`src/rtl/kamacore_fetch_buffer.sv`:
```
// Instruction prefetch buffer: issues sequential fetches under a credit limit,
// pairs in-order responses with their PC and queues them for the IF stage.
module kamacore_fetch_buffer #(
    parameter int                   CPU_WIDTH = 32,
    parameter int                   DEPTH     = 4,
    parameter logic [CPU_WIDTH-1:0] RESET_PC  = '0
) (
    input  logic                 clk,
    input  logic                 rst,
    output logic                 imem_req_valid,
    input  logic                 imem_req_ready,
    output logic [CPU_WIDTH-1:0] imem_req_addr,
    input  logic                 imem_rsp_valid,
    input  logic [CPU_WIDTH-1:0] imem_rsp_data,
    input  logic                 branch_valid,
    input  logic [CPU_WIDTH-1:0] branch_target,
    output logic                 out_valid,
    input  logic                 out_ready,
    output logic [CPU_WIDTH-1:0] out_pc,
    output logic [CPU_WIDTH-1:0] out_instr
);
    localparam int             PTR_W   = $clog2(DEPTH);
    localparam int             CNT_W   = $clog2(DEPTH + 1);
    localparam logic [CNT_W:0] DEPTH_C = (CNT_W + 1)'(DEPTH);

    logic [CPU_WIDTH-1:0] fetch_pc;
    logic [CPU_WIDTH-1:0] fifo_pc    [DEPTH];
    logic [CPU_WIDTH-1:0] fifo_instr [DEPTH];
    logic [CPU_WIDTH-1:0] pcq        [DEPTH];
    logic [PTR_W-1:0]     rd_ptr, wr_ptr, pcq_rd, pcq_wr;
    logic [CNT_W-1:0]     count, outstanding, drop;

    logic                 req_fire, push, pop;
    logic [CNT_W:0]       credit_used;
    logic [CPU_WIDTH-1:0] target_aligned;
    logic                 unused_target_bits;

    assign target_aligned     = {branch_target[CPU_WIDTH-1:2], 2'b00};
    assign unused_target_bits = ^branch_target[1:0];

    // Every in-flight request owns a FIFO slot, so responses never overflow.
    assign credit_used    = {1'b0, count} + {1'b0, outstanding};
    assign imem_req_valid = !rst && !branch_valid && (credit_used < DEPTH_C);
    assign imem_req_addr  = fetch_pc;
    assign req_fire       = imem_req_valid && imem_req_ready;

    assign push = imem_rsp_valid && (drop == '0) && !branch_valid;
    assign pop  = out_valid && out_ready && !branch_valid;

    assign out_valid = (count != '0);
    assign out_pc    = out_valid ? fifo_pc[rd_ptr]    : '0;
    assign out_instr = out_valid ? fifo_instr[rd_ptr] : '0;

    // NOTE: state uses non-blocking assignments so every register samples
    // the pre-edge values of its peers, independent of statement order.
    always_ff @(posedge clk or posedge rst) begin
        if (rst) begin
            fetch_pc    <= RESET_PC;
            rd_ptr      <= '0;
            wr_ptr      <= '0;
            pcq_rd      <= '0;
            pcq_wr      <= '0;
            count       <= '0;
            outstanding <= '0;
            drop        <= '0;
        end else begin
            if (branch_valid)
                fetch_pc <= target_aligned;
            else if (req_fire)
                fetch_pc <= fetch_pc + CPU_WIDTH'(4);

            if (req_fire)
                pcq_wr <= pcq_wr + 1'b1;
            if (imem_rsp_valid)
                pcq_rd <= pcq_rd + 1'b1;
            outstanding <= outstanding + CNT_W'(req_fire) - CNT_W'(imem_rsp_valid);

            if (branch_valid) begin
                // Everything still in flight is stale, including this cycle's response.
                drop   <= outstanding - CNT_W'(imem_rsp_valid);
                count  <= '0;
                rd_ptr <= '0;
                wr_ptr <= '0;
            end else begin
                if (imem_rsp_valid && (drop != '0))
                    drop <= drop - 1'b1;
                if (push)
                    wr_ptr <= wr_ptr + 1'b1;
                if (pop)
                    rd_ptr <= rd_ptr + 1'b1;
                count <= count + CNT_W'(push) - CNT_W'(pop);
            end
        end
    end

    // NOTE: storage arrays carry no reset; pointers and count define validity,
    // so clearing the contents would only cost reset routing.
    always_ff @(posedge clk) begin
        if (req_fire)
            pcq[pcq_wr] <= fetch_pc;
        if (push) begin
            fifo_pc[wr_ptr]    <= pcq[pcq_rd];
            fifo_instr[wr_ptr] <= imem_rsp_data;
        end
    end

    rsp_without_request: assert property (
        @(posedge clk) disable iff (rst) imem_rsp_valid |-> (outstanding != '0)
    );

endmodule

```
`config.mk`:
```
export PLATFORM = sky130hd
export DESIGN_NAME = kamacore_fetch_buffer
export DESIGN_NICKNAME = d
export VERILOG_FILES = /design/src/rtl/kamacore_fetch_buffer.sv
export SDC_FILE = /design/constraint.sdc
export NUM_CORES = 1
export LEC_CHECK = 0
export ABC_CLOCK_PERIOD_IN_PS = 2800
export CAP_MARGIN = 15
export CORE_ASPECT_RATIO = 1.2
export CORE_MARGIN = 2
export CORE_UTILIZATION = 51
export CTS_BUF_LIST = sky130_fd_sc_hd__clkbuf_2 sky130_fd_sc_hd__clkbuf_4 sky130_fd_sc_hd__clkbuf_8
export DETAILED_ROUTE_END_ITERATION = 10
export HOLD_SLACK_MARGIN = 0.05
export PLACE_DENSITY = 0.78
export SYNTH_ARGS = -nofsm -noshare
export SYNTH_HDL_FRONTEND = slang
export SYNTH_SLANG_ARGS = --single-unit
```
`constraint.sdc`:
```
create_clock -name clk -period 2.8 [get_ports clk]
set_clock_uncertainty 0.15 [all_clocks]
set_input_delay 0.42 -clock clk [delete_from_list [all_inputs] [get_ports clk]]
set_output_delay 0.42 -clock clk [all_outputs]
set_load 0.02 [all_outputs]
```
==> run summary, run 1 <==
Initial core utilization: 51.7%
Power Total: 0.0177 W
Crit path from: rd_ptr[0]
Layout Nets: 1223
Compound-Gate Fraction of Synth Area: 2.40%
Vias per cell: 5.60
Slowest stage delay, CP: 0.53 ns
M2 GR Usage: 34.7%
I/O Buffers: 161
Hold Crit Class: in -> reg
Drt pass-1 iters: 4
Status: finished with violations
Synth top area share: 66.5%
Max Cap Viol: 0
Final ANT Viol Nets: 0
Final core occ: 63.3%
Die H: 202 um
Synth Area in XOR/XNOR: 0.685%
Fin crit period: 2.87 ns
CP startpoint kind: register
Reg2reg setup slack: 0.30 ns
Cell Count, Final, Fillers Out: 1576
Synth async-reset ratio: 11.3%
Worst slew pin tran: 0.720 ns
Gate count of the mapped netlist: 883
Drt total wl: 33400 um
CP endpoint: out_instr[24]
Reg clk slew, reported paths: 0.06 ns
Worst Path Max Fanout: 8
Global route overflow: 0
Met1 usage: 25.6%
Area leader, netlist: edfxtp_1
P&R area growth vs syn: 22.5%
Critical path arrival: 2.30 ns
Root Buffer: clkbuf_8
Total GRT Usage: 20.0%
Largest net degree at the start of global routing: 63
# IOs: 168
Avg Inst Size Synth: 18.8 um^2
Post-Syn Area: 16600 um^2
Most used routing layer: met2
Kind of critical path: reg -> out
Clock Latency Late Sink: 0.61 ns
Yosys reg bits: 415
Failing checks: setup timing
Clk sinks: 415
Max Root-Sink Buffers: 3
FF-to-FF path depth: 10
Pwr dens: 871 nW/um^2
Post-synth EDFFs: 368
Setup TNS: -1.63 ns
RR Endpoint: count[2]
HPWL after detailed placement: 19400 um
Critical Path Sink Type: primary output
Period utilisation layout: 102%
Global-route wire length before repair: 51600 um
Initial antenna violation count: 0
CTS tree: done
Simple-gate portion of the synthesized area: 6.95%
Via count: 8833
Cells along the critical path: buf_4, buf_12, buf_4, mux4_2, and2_4, buf_4
Core footprint: 32200 um^2
Met3 Use GR: 3.30%
Final Hold Fails: 0
Inserted Diodes: 0
First DRT Iteration DRCs: 707
# fillers: 2253
Layout cells sized above 1: 29.9%
Row count: 72
Die Area: 34100 um^2
Worst path required time: 2.23 ns
Placer Congestion: 0.840
RSZ-0062 raised after global routing: true
Placed insts: 1447
Max Clk Rate: 0.348 GHz
Static Leakage: 7.12 nW
H-tree depth: 2
Warnings, synthesis: 0
Vias in the first global route: 9113
Rel. slew slack: 51.7%
Final WS setup: -0.0697 ns
Crit path top cell by count: buf_4
Total CTS buffers: 61
Top_reg_cell synth: edfxtp_1
Yosys cell types: 47
Max-slew violation count: 0
Register area: 12200 um^2
Post-DR wirelength/cell: 21.2 um
RR Startpoint: count[1]
DP Worst Slack: 0.000719 ns
Top cells by area, synth: edfxtp_1 66%, mux4_2 12%, dfrtp_1 7.1%, and2_1 2.7%, ha_1 1.4%
Largest family of logic cells by synthesized area: multiplexers
Die width: 169 um
Mux cell area share after synthesis: 12.8%
Worst vdd ir: 0.000482 V
Multi-input gate area: 4150 um^2
Setup Viol. Count Final: 43
Slowest-stage cell, CP: dfrtp_4
Adder-Cell Fraction of Synth Area: 1.67%
DRC: 0
Register area share after synthesis: 73.6%
[cells in the mapped netlist (7+ instances only)]
cell type    n
inv_1       22
nand4_1     10
buf_1        7
xnor2_1      7
and2_1      72
mux4_2      92
o211ai_1     8
buf_2       13
o21ai_0     21
clkbuf_1    19
nand3_1     18
dfrtp_1     47
nand2_1     49
nor2_1      24
ha_1        19
edfxtp_1   368
[flip-flops by register name, summed over array words and instances (netlist names)]
name and cells:
count 3, pcq_rd 2, pcq 120, rd_ptr 2, fifo_pc 120, wr_ptr 2, outstanding 3, fifo_instr 128
pcq_wr 2, imem_req_addr 30, drop 3
[kinds of logic after synthesis]
logic type / count (synthesis)
flip-flops: 415
AND/OR/NAND/NOR: 208
multiplexers: 98
buffers and inverters: 68
AO/OA/AOI/OAI: 59
adder cells (fa/ha/maj): 21
XOR/XNOR: 13
other: 1
[how the worst min path moves through the flow]
stage	from	endpoint	cells after the start	slack (ns)
2_1_floorplan	outstanding[0]	outstanding[0]	1	0.35
3_3_place_gp	outstanding[0]	outstanding[0]	1	0.38
3_5_place_dp	outstanding[0]	outstanding[0]	1	0.37
4_1_cts	branch_target[3]	imem_req_addr[3]	3	0.20
5_1_grt	branch_target[3]	imem_req_addr[3]	3	0.22
6_report	branch_target[3]	imem_req_addr[3]	3	0.22
[layout by cell type (no fill, tap or decap), types with 6 or more instances in the layout]
cell type / count
clkinv_1: 8
clkdlybuf4s50_1: 96
nand3_1: 18
nand4_1: 10
and2_4: 15
buf_12: 18
xor2_1: 6
and2_2: 8
o21ai_0: 21
xnor2_1: 7
and2_1: 49
mux4_2: 92
nand2_1: 49
nor2_1: 23
clkbuf_4: 20
buf_2: 41
buf_6: 6
o211ai_1: 8
inv_1: 21
edfxtp_1: 368
dfrtp_1: 43
nor3_1: 6
clkbuf_8: 65
buf_4: 58
ha_1: 19
[power by group]
group          internal, W  switching [W]  leakage [nW]  total (W)
registers          0.00743       0.000301          3.89    0.00773
clock network      0.00256        0.00213         0.624    0.00469
logic              0.00266        0.00266          2.60    0.00531
[worst max-delay path: cells and delay by family (launching register included)]
kind | cells | cell delay [ns]
buffers and inverters | 4 | 0.58
DFF | 1 | 0.53
muxes | 1 | 0.41
and+or+nand+nor | 1 | 0.17
[per-stage QoR]
stage	area, um^2	hold WS, ns
floorplan	16600	0.350
global placement	19000	0.375
detailed placement	19000	0.372
CTS	20100	0.199
global route	20400	0.218
finish	20400	0.222
[layer usage]
metal  vias up  part of all wire [%]
li1       3984                     -
met4         0                   2.7
met1      4503                    40
met5         -                     0
met3        65                   5.0
met2       281                    52
[layout make-up]
class / count / area share, %
Clock buffer: 85 / 5.13
Clock inverter: 15 / 0.602
Inverter: 22 / 0.406
Multi-Input combinational cell: 403 / 20.4
Sequential cell: 415 / 60.1
Tap cell: 407 / 2.50
Timing Repair Buffer: 229 / 10.9
[timing repair]
action / in CTS / in global routing
resized for setup: 273 / 33
hold endpoints to repair: 20 / 0
setup endpoints to repair: 64 / 65
cloned: 4 / 1
hold buffers: 2 / 0
setup buffers: 8 / 15
Power figures use the tool's default switching activity.
==> run 2: changes to the inputs <==
--- a/config.mk
+++ b/config.mk
@@ -14,6 +14,8 @@
 export DETAILED_ROUTE_END_ITERATION = 10
 export HOLD_SLACK_MARGIN = 0.05
 export PLACE_DENSITY = 0.78
+export RECOVER_POWER = 25
 export SYNTH_ARGS = -nofsm -noshare
 export SYNTH_HDL_FRONTEND = slang
 export SYNTH_SLANG_ARGS = --single-unit
+export TNS_END_PERCENT = 10
==> run 2 against run 1 <==
The run still ends with setup timing left. Worst hold slack got worse by 0.11 ns. First-iteration DRC count fell by 10%. Register-to-register slack got worse by 0.02 ns. Routed wire length fell by 2.7%. Die area stayed put. Non-clock buffer count decreased by 18. Highest routed layer unchanged.
==> run summary, run 2 (same netlist as run 1, synthesis figures left out) <==
Register area: 12200 um^2 (about the same)
Max Cap Viol: 0 (unchanged)
Hold Crit Class: in -> reg
Power Total: 0.0175 W (-1.4%)
# IOs: 168 (unchanged)
Status: finished with violations
Most frequent cells in the layout: 368 x edfxtp_1, 92 x mux4_2, 68 x clkbuf_8
Final WS setup: -0.0205 ns (+0.0492 ns)
Crit path buf inv count: 4 (unchanged)
Final Hold Fails: 0 (unchanged)
Kind of critical path: reg -> out
Row count: 72 (unchanged)
Commonest non-fill, non-tap cell in the layout: edfxtp_1
Largest net degree at the start of global routing: 65 (+3.2%)
Slowest-stage cell, CP: dfrtp_4
Vias per cell: 5.62 (+0.27%)
Biggest register: fifo_instr
Total GRT Usage: 19.7% (-0.29 points)
Setup Viol. Count Final: 7 (-84%)
Drt pass-1 iters: 7 (+3)
Critical Path Sink Type: primary output
Post-DR wirelength/cell: 20.7 um (-2.4%)
Failing checks: setup timing
Layout cells sized above 1: 28.1% (-1.8 points)
Pwr dens: 867 nW/um^2 (-0.49%)
Reg clk slew, reported paths: 0.06 ns (about the same)
Max Clk Rate: 0.355 GHz (+1.7%)
Biggest regs: fifo_instr: 128 flops, fifo_pc: 120 flops, pcq: 120 flops
RSZ-0062 raised after global routing: true
Rel. slew slack: 54.3% (+2.6 points)
Worst vdd ir: 0.000464 V (-3.8%)
Layout Nets: 1210 (-1.1%)
CTS tree: done
Max reg flops: 128 (unchanged)
Max-slew violation count: 0 (unchanged)
Root Buffer: clkbuf_8
Placed insts: 1441 (-0.41%)
HPWL after detailed placement: 19100 um (-1.7%)
Cell Count, Final, Fillers Out: 1571 (-0.32%)
Max Root-Sink Buffers: 3 (unchanged)
Drt total wl: 32500 um (-2.7%)
DRC: 0 (unchanged)
Via count: 8829 (-0.045%)
Setup TNS: -0.0698 ns (+1.56 ns)
Worst slew pin tran: 0.681 ns (-0.0385 ns)
Worst path required time: 2.23 ns (about the same)
Fin crit period: 2.82 ns (-0.0492 ns)
Die width: 169 um (unchanged)
Core footprint: 32200 um^2 (unchanged)
Initial core utilization: 51.7% (unchanged)
Cells along the critical path: buf_6, buf_12, buf_4, mux4_2, and2_1, buf_2
Placed cell area: 18900 um^2 (-0.26%)
P&R area growth vs syn: 21.4%
First DRT Iteration DRCs: 635 (-10%)
Clk sinks: 415 (unchanged)
Worst Path Max Fanout: 10 (+2)
Die H: 202 um (unchanged)
Critical path arrival: 2.25 ns (-0.05 ns)
Placer Congestion: 0.827 (-1.5%)
Multi-input gate area: 4130 um^2 (-0.54%)
Initial antenna violation count: 0 (unchanged)
CP startpoint kind: register
Total CTS buffers: 66 (+8.2%)
Inserted Diodes: 0 (unchanged)
Static Leakage: 7.03 nW (-1.3%)
I/O Buffers: 161 (unchanged)
Slowest stage delay, CP: 0.51 ns (-0.02 ns)
Vias in the first global route: 9575 (+5.1%)
# fillers: 2253 (unchanged)
H-tree depth: 3 (+1)
Final ANT Viol Nets: 0 (unchanged)
Global-route wire length before repair: 51400 um (-0.45%)
Final Instance Area: 20200 um^2 (-0.89%)
Global route overflow: 0 (unchanged)
Die Area: 34100 um^2 (unchanged)
Clock Latency Late Sink: 0.58 ns (-0.03 ns)
Top Family by Delay on Critical Path: buffers and inverters
Period utilisation layout: 101% (-1.8 points)
run 2: cell types whose count changed in the layout (fill, tap and decap cells not counted), sizes merged:
cell,delta
clkdlybuf4s15,+2
clkdlybuf4s50,-32
clkinv,+5
clkinvlp,+2
dlygate4sd3,+31
buf,-23
inv,+2
bufinv,-1
clkbuf,+9
run 2: final timing paths:
kind                         startpoint           endpoint  slack [ns]  cells past startpoint
min in group asynchronous           rst           count[2]        0.60                      3
hold / removal             branch_valid           count[0]        0.11                      3
setup reg to reg               count[2]     outstanding[2]        0.28                     10
hold reg to reg               pcq_rd[1]          pcq_rd[1]        0.39                      1
setup / recovery              rd_ptr[0]         out_pc[22]       -0.02                      6
max in group asynchronous           rst  imem_req_addr[22]        1.33                      4
run 2: repair_timing:
item                                   4_1_cts  5_1_grt
setup buffers                                6        7
gates resized for setup                    242       39
pin swaps                                    0        0
setup endpoints to repair                   64       58
endpoints found under the hold margin       15        0
hold buffers                                 1        0
cloned                                       2        2
run 2: report_power, final:
| part | total, W | switching, W | leakage [nW] | internal [W] |
|---|---|---|---|---|
| sequential | 0.00776 | 0.000330 | 3.89 | 0.00743 |
| combinational | 0.00489 | 0.00253 | 2.47 | 0.00236 |
| clock | 0.00484 | 0.00220 | 0.659 | 0.00265 |
run 2: layout make-up:
class,instances,area share (%)
clock buffers,90,5.46
clock inverters,23,0.707
inverters,22,0.409
multi-input cells,403,20.5
flip-flops and latches,415,60.6
well taps,407,2.52
repair buffers,211,9.82
run 2: metal layers:
| metal | routed length (um) | vias to the layer above | global-route usage, % |
|---|---|---|---|
| met2 | 17000 | 295 | 34.7 |
| met4 | 497 | 0 | 6.16 |
| met5 | 0 | - | 0 |
| met1 | 13100 | 4536 | 24.6 |
| li1 | - | 3951 | - |
| met3 | 1870 | 47 | 4.19 |
run 2: worst min-delay path, stage by stage:
cell and delay (ns):
buf_2 0.09, buf_4 0.23, nor2b_1 0.07
run 2: stage by stage:
| step | setup WS [ns] | utilization, % | hold slack (ns) |
|---|---|---|---|
| floorplan | -0.287 | - | 0.350 |
| global placement | 0.149 | 58.9 | 0.387 |
| detailed placement | 0.00824 | 58.9 | 0.393 |
| CTS | -0.186 | 62.4 | 0.0618 |
| global route | -0.0971 | 62.7 | 0.112 |
| finish | -0.0205 | 62.7 | 0.114 |
==> patch 1, RTL diff (config.mk and constraints of run 1) <==
Reset style: synchronous (`rst`), changed in one clocked block.
--- a/src/rtl/kamacore_fetch_buffer.sv
+++ b/src/rtl/kamacore_fetch_buffer.sv
@@ -54,5 +54,5 @@
     // NOTE: state uses non-blocking assignments so every register samples
     // the pre-edge values of its peers, independent of statement order.
-    always_ff @(posedge clk or posedge rst) begin
+    always_ff @(posedge clk) begin
         if (rst) begin
             fetch_pc    <= RESET_PC;
Formal check against the unedited RTL: differs if rst is asserted again (counterexample within 4 cycles, from zero or initial values and one cycle with rst high); with rst held inactive, the same outputs for 4 cycles.
==> patch 1 against run 1 <==
Die area is 0.18% lower; non-clock buffer count is 6 higher; area after synthesis is 0.18% lower; sequential cell count is 4 higher; wire length is 1.4% higher; worst setup slack better by 120 ps; count of clock-buffer cells in the layout is 1 higher; design area hardly changed; hold slack better by 14 ps; critical endpoint is now out_pc[30].
Power is not compared: it rests on default switching activity, and its combinational part moved more than twofold at a synthesized area within 25%.
==> patch 1: results (changes against run 1) <==
* Number of global-route vias before repair at 9,490 (was 9,113)
* Placer Congestion at 0.8809 (was 0.8398)
* Cell with the largest stage delay on the worst path: sky130_fd_sc_hd__mux4_2 (was sky130_fd_sc_hd__dfrtp_4)
* Worst Max-Slew Pin Slew at 505.4 ps (was 719.8 ps)
* Total number of nets in the final design at 1,257 (was 1,223)
* Synth top area share at 0.6661 (was 0.6649)
* Via-per-instance ratio at 5.608 (was 5.605)
* Maximum cell stage delay along the critical path at 550 ps (was 530 ps)
* Worst reg-to-reg path cell count at 12 (was 10)
* Share of synthesized flip-flops with an asynchronous set or reset at 0 (was 0.1133)
* PnR worst setup slack at 54.98 ps (was -69.71 ps)
* Cell total after placement at 1,494 (was 1,447)
* Fraction of final layout cells sized beyond drive strength 1 at 0.2827 (was 0.2994)
* Placement-stage cell area at 19,160 µm² (was 18,990 µm²)
* Maximum fanout encountered on the critical timing path at 7 (was 8)
* Run status: finished, final reports clean (was complete, but fails checks)
* Sink of the worst hold path: imem_req_addr[21]$_SDFFE_PP0P_ (was imem_req_addr[3]$_DFFE_PP0P_)
* Syn Area/Cell at 18.11 µm² (was 18.82 µm²)
* Library cells used by synthesis at 54 (was 47)
* Vias after detailed routing at 9,108 (was 8,833)
* Dominant delay contributor by cell family on the critical path: multiplexers (was buffers and inverters)
* Hold WS at 236.2 ps (was 221.9 ps)
* Area taken by multi-input logic gates at 4255 µm² (was 4150 µm²)
* Critical path capture point: out_pc[30] (was out_instr[24])
* Startpoint of the most critical register-to-register path: count[2]$_SDFF_PP0_ (was count[1]$_DFF_PP0_)
* Global-route wire length before repair at 52.51 mm (was 51.63 mm)
* Source of the worst hold timing path: branch_target[21] (was branch_target[3])
* Routed wire per std cell at 20.83 µm (was 21.18 µm)
* DRT iter0 DRCs at 700 (was 707)
-- patch 1: cell type report --
type | instances | area share
clock buffer | 86 | 0.05106
timing repair buffer | 235 | 0.1097
sequential | 419 | 0.5932
clock inverter | 28 | 0.007558
inverter | 24 | 0.004424
multi-input combinational | 425 | 0.2090
tap | 407 | 0.02501
-- patch 1: layer usage --
layer  wire [µm]  part of all wire  GRT usage
met5           0                 0          0
met2       17630              0.52     0.3561
met1       13530              0.40     0.2574
met4         727             0.021    0.06435
met3        1945             0.057    0.03521
-- patch 1: repair_timing --
action	CTS	global route
setup endpoints to repair	64	31
gates cloned	4	0
buffers inserted	4	10
hold buffers	0	0
pin swaps	1	3
gates resized for setup	242	17
-- patch 1: logic make-up after synthesis --
group | after synthesis | synth area share
compound gates | 70 | 0.02813
xor+xnor | 15 | 0.007919
other cells | 1 | 0.0002260
mux | 98 | 0.1288
fa+ha+maj | 21 | 0.01674
buf+inv | 75 | 0.01848
flops | 419 | 0.7277
simple gates | 217 | 0.07203
==> patch 2, RTL diff (config.mk and constraints of run 1) <==
Made on the original files. Set the parameter `DEPTH` to 8 (it was 4).
--- a/src/rtl/kamacore_fetch_buffer.sv
+++ b/src/rtl/kamacore_fetch_buffer.sv
@@ -3,5 +3,5 @@
 module kamacore_fetch_buffer #(
     parameter int                   CPU_WIDTH = 32,
-    parameter int                   DEPTH     = 4,
+    parameter int                   DEPTH     = 8,
     parameter logic [CPU_WIDTH-1:0] RESET_PC  = '0
 ) (
Behaviour: no difference found for any inputs over 4 cycles, from zero or initial values and one cycle with rst high; that may be too few to reach the edited logic, so the function may still have changed.
==> patch 2 against run 1 <==
The flow still finishes with violations (setup timing); sequential share of layout area increased by 2.1 points; design area increased by 85%; sequential cell count increased by 375; wire length increased by 99%; power increased by 89%; worst setup slack got worse by 310 ps; area after synthesis increased by 87%; non-clock buffer count increased by 81; die area increased by 85%; clock power increased by 94%; utilization decreased by 1.1 points; highest routed layer unchanged.
==> patch 2: results (changes against run 1) <==
* Run status: complete, but fails checks (unchanged)
* Violations in the final reports: setup timing (unchanged)
* Final Routed Wirelength at 66.39 mm (was 33.38 mm)
* Total number of nets in the final design at 1,950 (was 1,223)
* Share of synthesized flip-flops with an asynchronous set or reset at 0.06835 (was 0.1133)
* EDFF count, synth at 736 (was 368)
* Compound-cell area share of the yosys netlist at 0.01644 (was 0.02402)
* Estimated wirelength of the detail-placed design at 38.36 mm (was 19.41 mm)
* Synth top area share at 0.7117 (was 0.6649)
* Leakage power at 12.40 nW (was 7.120 nW)
* PnR worst setup slack at -381.2 ps (was -69.71 ps)
* Cell with the largest stage delay on the worst path: sky130_fd_sc_hd__mux4_2 (was sky130_fd_sc_hd__dfrtp_4)
* Met2 track utilization from global routing at 0.3703 (was 0.3475)
* Registers with the highest flip-flop counts: fifo_instr (256), fifo_pc (240), pcq (240) (was fifo_instr (128), fifo_pc (120), pcq (120))
* Post-placement setup slack at -140.0 ps (was 0.7185 ps)
* Seq/Total Area, Yosys at 0.7552 (was 0.7357)
* Post-synth top cells: sky130_fd_sc_hd__edfxtp_1 (736), sky130_fd_sc_hd__mux4_2 (184), sky130_fd_sc_hd__nor2_1 (95) (was sky130_fd_sc_hd__edfxtp_1 (368), sky130_fd_sc_hd__mux4_2 (92), sky130_fd_sc_hd__and2_1 (72))
* Clk_lat worst skew at 700 ps (was 610 ps)
* Post-layout instance count excluding filler cells at 2,758 (was 1,576)
* Initial antenna violation count at 1 (was 0)
* DRT iter0 DRCs at 1,490 (was 707)
* Arrival @ worst endpoint at 2610 ps (was 2300 ps)
* Library cells used by synthesis at 55 (was 47)
* Total of endpoints with negative setup slack in the final report at 62 (was 43)
* First-pass iteration count of the detailed router at 7 (was 4)
-- patch 2: cell types whose count changed in the layout (fill, tap and decap cells not counted), sizes merged, moves of 29 or more --
cell	delta
nor2	+71
clkinv	+34
mux4	+92
clkbuf	+67
mux2i	+63
buf	+81
and2	-67
edfxtp	+368
mux2	+29
-- patch 2: final cells by class --
type	instances	area share
Sequential cell	790	0.6225
Multi-Input combinational cell	614	0.1979
Timing Repair Buffer	310	0.08950
Clock buffer	151	0.04981
Tap cell	808	0.02681
Clock inverter	58	0.01085
Inverter	25	0.002555
Antenna cell	2	0.0001327
-- patch 2: final timing paths --
check	cells after the start	to	slack, ps	startpoint
worst max-delay path	7	out_pc[25]	-380	rd_ptr[0]$_DFFE_PP0P_
worst min-delay path	3	imem_req_addr[3]$_DFFE_PP0N_	150	branch_target[3]
worst max register to register	12	count[2]$_DFF_PP0_	190	drop[0]$_DFFE_PP0P_
worst min register to register	1	outstanding[0]$_DFF_PP0_	400	outstanding[0]$_DFF_PP0_
max in group asynchronous	4	imem_req_addr[21]$_DFFE_PP0N_	1330	rst
min in group asynchronous	3	imem_req_addr[10]$_DFFE_PP0N_	500	rst
-- patch 2: critical path, delay by kind of cell, from the launching register on --
kind          cells  cell delay, ps
flops             1             510
buf+inv           4             610
simple gates      1              70
mux               2             710
-- patch 2: kinds of logic after synthesis --
family                   Yosys count
AO/OA/AOI/OAI                     74
XOR/XNOR                          18
adder cells (fa/ha/maj)           24
buffers and inverters            102
flip-flops                       790
multiplexers                     282
other                              1
AND/OR/NAND/NOR                  212
-- patch 2: report_power, final --
part	internal, mW	switching [mW]	total (mW)
Sequential	14.2	0.448	14.6
Clock	4.84	4.26	9.10
Combinational	4.75	5.11	9.86
Total	23.8	9.82	33.6
